[config.mk]
export PLATFORM = sky130hd
export DESIGN_NAME = l2_arbiter
export DESIGN_NICKNAME = d
export VERILOG_FILES = /design/src/rtl/l2_arbiter_pkg.sv /design/src/rtl/l2_arbiter.sv
export SDC_FILE = /design/constraint.sdc
export NUM_CORES = 1
export LEC_CHECK = 0
export BUFFER_PORTS_ARGS = -buffer_cell sky130_fd_sc_hd__buf_2
export CAP_MARGIN = 15
export CORE_AREA = 2 2 291 293
export CTS_CLUSTER_SIZE = 25
export DETAILED_ROUTE_END_ITERATION = 6
export DIE_AREA = 0 0 293 295
export GPL_ROUTABILITY_DRIVEN = 0
export SETUP_SLACK_MARGIN = 0.5
export SLEW_MARGIN = 10
export SYNTH_ARGS = -nofsm -noshare
export SYNTH_HDL_FRONTEND = slang
export SYNTH_SLANG_ARGS = --single-unit
[constraint.sdc]
create_clock -name clk -period 2.2 [get_ports clk]
set_clock_uncertainty 0.05 [all_clocks]
set_input_delay 0.33 -clock clk [delete_from_list [all_inputs] [get_ports clk]]
set_output_delay 0.33 -clock clk [all_outputs]
set_load 0.01 [all_outputs]
[src/rtl/l2_arbiter_pkg.sv]
// Shared definitions for the L2 port arbiter: FSM state encodings, owner
// identifiers, access direction constants and the round-robin chooser.
package l2_arbiter_pkg;

   typedef enum logic [1:0] {
      ARB_IDLE = 2'd0,
      ARB_IC   = 2'd1,
      ARB_DC   = 2'd2,
      ARB_DONE = 2'd3
   } arb_state_e;

   typedef enum logic {
      OWNER_IC = 1'b0,
      OWNER_DC = 1'b1
   } owner_e;

   localparam logic READ  = 1'b0;
   localparam logic WRITE = 1'b1;

   // Two-input round-robin: a lone requester wins outright; on a tie the
   // requester that did not win last time is chosen.
   function automatic owner_e rr_pick(input logic   ic_req,
                                      input logic   dc_req,
                                      input owner_e last_gnt);
      owner_e pick;
      pick = OWNER_IC;
      if (ic_req && dc_req) begin
         pick = (last_gnt == OWNER_IC) ? OWNER_DC : OWNER_IC;
      end else if (dc_req) begin
         pick = OWNER_DC;
      end
      return pick;
   endfunction

endpackage

[src/rtl/l2_arbiter.sv]
// Shares the single L2 cache port between the icache and dcache controllers.
// One access at a time: grant round-robin in IDLE, hold the latched request
// on the L2 port until l2_rdy, then pulse the owner's rdy for one cycle
// together with the registered read line.
module l2_arbiter
   import l2_arbiter_pkg::*;
#(
   parameter int ADDR_W = 28,
   parameter int LINE_W = 128
) (
   input  logic              clk,
   input  logic              reset,
   // icache controller
   input  logic              ic_req,
   input  logic [ADDR_W-1:0] ic_addr,
   input  logic              ic_rw,
   input  logic [LINE_W-1:0] ic_wd,
   output logic              ic_busy,
   output logic              ic_rdy,
   // dcache controller
   input  logic              dc_req,
   input  logic [ADDR_W-1:0] dc_addr,
   input  logic              dc_rw,
   input  logic [LINE_W-1:0] dc_wd,
   output logic              dc_busy,
   output logic              dc_rdy,
   // returned line, valid with ic_rdy / dc_rdy
   output logic [LINE_W-1:0] rd_line,
   // L2 cache port
   output logic              l2_req,
   output logic [ADDR_W-1:0] l2_addr,
   output logic              l2_cache_rw,
   output logic [LINE_W-1:0] l2_wd,
   input  logic              l2_busy,
   input  logic              l2_rdy,
   input  logic [LINE_W-1:0] l2_rd
);

   arb_state_e        state_q;
   owner_e            last_gnt_q;
   logic              l2_req_q;
   logic              ic_rdy_q;
   logic              dc_rdy_q;
   logic [ADDR_W-1:0] addr_q;
   logic              rw_q;
   logic [LINE_W-1:0] wd_q;
   logic [LINE_W-1:0] rd_line_q;

   logic              gnt_vld_d;
   owner_e            gnt_owner_d;

   // Grant decision for this cycle; only meaningful while IDLE and the L2 is free.
   always_comb begin
      gnt_vld_d   = (state_q == ARB_IDLE) && !l2_busy && (ic_req || dc_req);
      gnt_owner_d = rr_pick(ic_req, dc_req, last_gnt_q);
   end

   // A requester is busy whenever the port is taken, the L2 is stalling, or
   // the other side is being granted on this very edge.
   always_comb begin
      ic_busy = (state_q != ARB_IDLE) || l2_busy ||
                (gnt_vld_d && (gnt_owner_d == OWNER_DC));
      dc_busy = (state_q != ARB_IDLE) || l2_busy ||
                (gnt_vld_d && (gnt_owner_d == OWNER_IC));
   end

   // Arbiter FSM with registered L2 request, completion pulses and read line.
   always_ff @(posedge clk) begin
      if (reset) begin
         state_q    <= ARB_IDLE;
         last_gnt_q <= OWNER_DC;
         l2_req_q   <= 1'b0;
         ic_rdy_q   <= 1'b0;
         dc_rdy_q   <= 1'b0;
         addr_q     <= '0;
         rw_q       <= READ;
         wd_q       <= '0;
         rd_line_q  <= '0;
      end else begin
         case (state_q)
            ARB_IDLE: begin
               ic_rdy_q <= 1'b0;
               dc_rdy_q <= 1'b0;
               if (gnt_vld_d) begin
                  l2_req_q <= 1'b1;
                  if (gnt_owner_d == OWNER_IC) begin
                     state_q <= ARB_IC;
                     addr_q  <= ic_addr;
                     rw_q    <= ic_rw;
                     wd_q    <= ic_wd;
                  end else begin
                     state_q <= ARB_DC;
                     addr_q  <= dc_addr;
                     rw_q    <= dc_rw;
                     wd_q    <= dc_wd;
                  end
               end
            end
            ARB_IC, ARB_DC: begin
               // l2_busy is deliberately not looked at once the access is under way.
               if (l2_rdy) begin
                  state_q    <= ARB_DONE;
                  l2_req_q   <= 1'b0;
                  rd_line_q  <= l2_rd;
                  last_gnt_q <= (state_q == ARB_IC) ? OWNER_IC : OWNER_DC;
                  ic_rdy_q   <= (state_q == ARB_IC);
                  dc_rdy_q   <= (state_q == ARB_DC);
               end
            end
            ARB_DONE: begin
               // The owner drops its request during this cycle, so IDLE sees fresh requests only.
               state_q  <= ARB_IDLE;
               ic_rdy_q <= 1'b0;
               dc_rdy_q <= 1'b0;
            end
            default: begin
               state_q  <= ARB_IDLE;
               l2_req_q <= 1'b0;
               ic_rdy_q <= 1'b0;
               dc_rdy_q <= 1'b0;
            end
         endcase
      end
   end

   assign l2_req      = l2_req_q;
   assign l2_addr     = addr_q;
   assign l2_cache_rw = rw_q;
   assign l2_wd       = wd_q;
   assign ic_rdy      = ic_rdy_q;
   assign dc_rdy      = dc_rdy_q;
   assign rd_line     = rd_line_q;

endmodule

[Word-level counts from Yosys, hierarchy flattened]
Index checks and enable logic that the tools add are counted.
Operators by class
  bitwise operators: 1
  multiplexer cells: 18
  reduce and logical (&&, ||, !) cells: 19
  eq/ne operators: 5
Operators with widths (count)
  128-bit two-way mux: 1
  28-bit two-way mux: 1
  1-bit two-way mux: 9
  2-bit two-way mux: 3
  1-bit one-hot mux with 2 select lines: 3
  2-bit one-hot mux with 3 select lines: 1
  2-bit AND reduction: 3
  1-bit logical AND: 5
  2-bit equality test, second input constant: 2
  1-bit logical OR: 4
  2-bit inequality test, second input constant: 2
  2-bit nonzero test: 2
  2-bit OR reduction: 2
  3-bit AND reduction: 1
  2-bit by 1-bit equality test with 1-bit output, second input constant: 1
  2-bit logical NOT: 1
  1-bit logical NOT: 1
  1-bit inverter: 1
Word-level totals
  word-level logic and storage cells: 52
  input bits: 448
  output and inout port bits: 290
  register bits after elaboration: 291

[Depth between registers and ports, before layout]
  depth after elaboration: 5
  gate-level depth with buffers: 9
  depth with buffers taken out: 5

[Worst setup path after synthesis]
Ideal clock, no wire load.
  kind: flip-flop to output port
  start point: reg state_q[0]
  end point: out dc_busy
  buffers on the path: 3
  setup slack: 227 ps
  data arrival time: 1593 ps
  stages on the path, launching flop included: 9
  data required time: 1820 ps
  cell sequence: dfxtp_1 > inv_1 > ha_1 > nor2b_1 > buf_2 > buf_2 > buf_2 > nand2_1 > o21ai_0
On the way
  cells in the longest elaborated chain, start to end: 5
  elaborated cells on any way between the ends: 7
  classes of those cells: reduce/logical (7)
RTL lines
  start: declaration: line l2_arbiter.sv:39  | arb_state_e state_q;
  start signal: assignment: line l2_arbiter.sv:70  | state_q <= ARB_IDLE;
  start signal: assignment: line l2_arbiter.sv:87  | state_q <= ARB_IC;
  start signal: assignment: line l2_arbiter.sv:92  | state_q <= ARB_DC;
  2-bit logical NOT: line l2_arbiter.sv:54  | gnt_vld_d = (state_q == ARB_IDLE) && !l2_busy && (ic_req || dc_req);
  1-bit logical AND (2 in series): line l2_arbiter.sv:54
  1-bit logical AND: line l2_arbiter.sv:64  | (gnt_vld_d && (gnt_owner_d == OWNER_IC));
  1-bit logical OR *: line l2_arbiter.sv:63  | dc_busy = (state_q != ARB_IDLE) || l2_busy ||
  end: declaration: line l2_arbiter.sv:25  | output logic dc_busy,
Every way passes the cells marked *; elsewhere a longest branch is shown, timed or not.

[Worst setup path after layout]
  start point: reg state_q[1]
  end point: reg wd_q[95], in the netlist l2_wd[95]
On the way
  cells in the longest elaborated chain, start to end: 4
RTL lines
  2-bit logical NOT *: line l2_arbiter.sv:54, l2_arbiter.sv:80
  1-bit logical AND (2 in series): line l2_arbiter.sv:54
  2-bit AND reduction (no source line) *
  end signal: assignment: line l2_arbiter.sv:90  | wd_q <= ic_wd;
  end signal: assignment: line l2_arbiter.sv:95  | wd_q <= dc_wd;
  end: declaration: line l2_arbiter.sv:46  | logic [LINE_W-1:0] wd_q;
Marked as above.
A chain may end at the register's enable or synchronous reset.

==> impl_metrics.csv <==
group,metric,value,unit
outcome,outcome,"completed",
critical_path,critical_path_arrival,2.44,ns
grt,grt_pass1_vias,13200,
finish,final_nets,2665,
finish,area.growth.synth_to_final,70.9,%
worst_hold_path,hp-start,"l2_rd[37]",
critical_path,worst_path_max_delay_cell,"dfxtp_2",
critical_path,endpoint_kind,"register",
drt,drc,0,
floorplan,start_util,15.1,%
timing,slew_headroom,58.3,%
power_and_ir_drop,power_density,1100,mW/mm²
critical_path,cp-start-kind,"register",
synthesis,synthesis.area,0.0126,mm²
grt,overflow,0,
finish,drive_gt1_share,48.8,%
timing,fin_ws,0.164,ns
clock_tree,h-tree-depth,2,
clock_tree,clk_path_buf_depth,3,
timing,worst_slew_pin_slew,0.625,ns
timing,hold_violations,0,
floorplan,die_area,0.0864,mm²
critical_path,crit_required,2.60,ns
timing,fin_crit_sh,92.5,%
placement,dp_slack,0.185,ns
critical_path,critPathMostFrequentCell,"buf_12",
power_and_ir_drop,swShare,37.5,%
clock_tree,cts_tree,"built",
power_and_ir_drop,ir_drop,0.889,mV
drt,wirelength,66.0,mm
clock_tree,numCtsBuffers,36,
power_and_ir_drop,comb_power_share,44.2,%
timing,slew_violations,0,
synthesis,async_flop_share,0,%
grt,grt_pass1_wl,88.4,mm
finish,final_cell_mix,"buf_2 (734), a21oi_1 (290), dfxtp_1 (289)",
clock_tree,clkLatencyLatePin,0.53,ns
placement,dpl-instance-area,0.0176,mm²
floorplan,rows,106,
drt,first_pass_iters,5,
power_and_ir_drop,power_frac_clock,25.5,%
drt,viasPerCell,4.08,
synthesis,yosys.area.top_type,"dfxtp_1",
synthesis,synth.area.top_cells,"dfxtp_1 (46%), a211oi_2 (13%), mux2i_1 (13%), a21oi_1 (12%), nand2_1 (7.9%)",
drt,drt_iter0_drc,529,
timing,final-setup-viol-count,0,
drt,wl_per_cell,19.9,µm
drt,ant_nets,0,
critical_path,max_stage_delay,0.35,ns
grt,antenna_found_initial,3,
synthesis,synth_fp_nets,1771,
timing,fin_hold_ws,0.0572,ns
clock_tree,cts-root-buf,"clkbuf_16",
synthesis,yosysWarningCount,0,
placement,hpwlAfterDp,46.9,mm
power_and_ir_drop,p_sw,8.84,mW
critical_path,startpoint,"state_q[1]$_SDFFE_PP0P_",
floorplan,floorplan.die.width,293,µm
finish,final_common_cell,"buf_2",
timing,setup-tns-final,0,ns
floorplan,io_pins,738,
timing,min_period,2.04,ns
floorplan,die_y,295,µm
power_and_ir_drop,total_leakage_power,9.32,nW
power_and_ir_drop,p_int,14.7,mW
critical_path,cp_cell_sequence,"inv_4, ha_4, nor2b_4, buf_12, buf_6, buf_8, and2_4, buf_12, buf_12, buf_12, buf_16, a211oi_2",
synthesis,netlist_instances,1318,
power_and_ir_drop,seqPwrFrac,30.4,%
clock_tree,cts.clk_slew.worst_paths,0.06,ns
timing,grt_setup_unrepaired,"true",
synthesis,synth_edf_count,0,
finish,design_area,0.0215,mm²
grt,grt_max_degree,99,
worst_hold_path,hold_class,"in2reg",
synthesis,yosysSeqAreaShare,46.4,%
synthesis,synth_seq_cells,291,
synthesis,ys_types,27,
timing,max_freq,491,MHz
critical_path,critPathKind,"reg2reg",
critical_path,path_max_fanout,7,
grt,track_usage,13.9,%
placement,port-buffer-count,737,
floorplan,core-area,0.0832,mm²
synthesis,synth_area_per_cell,9.53,µm²
clock_tree,clock-sinks,291,
job,maxCapViolations,0,
drt,num_vias,13500,
synthesis,ys.flop_type,"dfxtp_1",
synthesis,synth_top_area_share,46.4,%
critical_path,r2r-start,"state_q[1]$_SDFFE_PP0P_",
cell usage after synthesis (2+ instances only):
master / instances
a211oi_2: 130
nor2_1: 2
dfxtp_1: 291
a211oi_1: 28
a21oi_1: 290
clkbuf_4: 7
mux2i_1: 157
nand2_1: 263
nor2b_1: 3
buf_4: 2
buf_6: 16
nand2b_1: 3
buf_1: 3
clkbuf_1: 74
inv_1: 3
ha_1: 5
buf_2: 30
and2_1: 2
critical path, delay by kind of cell, from the launching register on:
kind / cells / cell delay (ns)
buffers and inverters: 8 / 0.89
DFF: 1 / 0.35
and+or+nand+nor: 2 / 0.28
AOI/OAI and AO/OA: 1 / 0.21
adders and majority gates: 1 / 0.15
stage by stage:
| step | util [%] | instances | total power [mW] |
|---|---|---|---|
| final | 25.8 | 3320 | 23.6 |
| after global placement | 21.2 | 3069 | 15.4 |
| after global routing | 25.8 | 3320 | 24.8 |
| after floorplan | - | 1318 | 11.8 |
| after CTS | 25.3 | 3299 | 23.3 |
| after detailed placement | 21.2 | 3069 | 15.4 |
path summary, 6_finish.rpt:
kind	end	slack (ns)	cells past startpoint
setup / recovery	l2_wd[95]$_SDFFE_PP0P_	0.16	12
hold / removal	rd_line[37]$_SDFFE_PP0P_	0.06	3
setup reg to reg	l2_wd[95]$_SDFFE_PP0P_	0.16	12
hold reg to reg	rd_line[87]$_SDFFE_PP0P_	0.40	2
layer usage:
metal / global-route usage [%] / vias to the layer above / part of all wire [%]
met5: 0 / - / 0
met1: 15.4 / 6369 / 39
met2: 25.7 / 592 / 51
met3: 3.35 / 86 / 6.8
met4: 5.04 / 0 / 3.5
li1: - / 6488 / -
repair_timing:
item                                    CTS  global route
gates cloned                             17             7
endpoints found under the hold margin   122             0
gates resized for setup                  72            36
hold buffers                            122             0
pin swaps                                 4             7
buffers inserted                         28            11
endpoints found under the setup margin  264           194
sequential cells by signal (all words and copies together) (netlist names):
name	cells
rd_line	128
state_q	2
l2_cache_rw	1
ic_rdy	1
l2_addr	28
dc_rdy	1
l2_wd	128
l2_req	1
last_gnt_q	1
power groups by stage:
stage,Combinational [mW],Sequential (mW),Clock (mW)
6_report,10.4,7.16,6.01
5_1_grt,11.2,7.30,6.38
4_1_cts,9.95,7.15,6.23
3_5_place_dp,8.21,7.23,0
3_3_place_gp,8.15,7.22,0
2_1_floorplan,4.11,7.74,0
layout make-up:
type,count,area [µm²]
clock buffers,53,1060
flip-flops and latches,291,5830
fillers,8839,61700
inverters,3,13.8
well taps,1080,1350
diodes,3,7.51
multi-input cells,894,6270
clock inverters,10,121
repair buffers,986,6820
cells by family after synthesis:
logic type	synth area share (%)
adder cells (fa/ha/maj)	0.498
AND/OR/NAND/NOR	8.36
flip-flops	46.4
multiplexers	12.5
buffers and inverters	5.56
AO/OA/AOI/OAI	26.7
(Power assumes the default switching activity.)
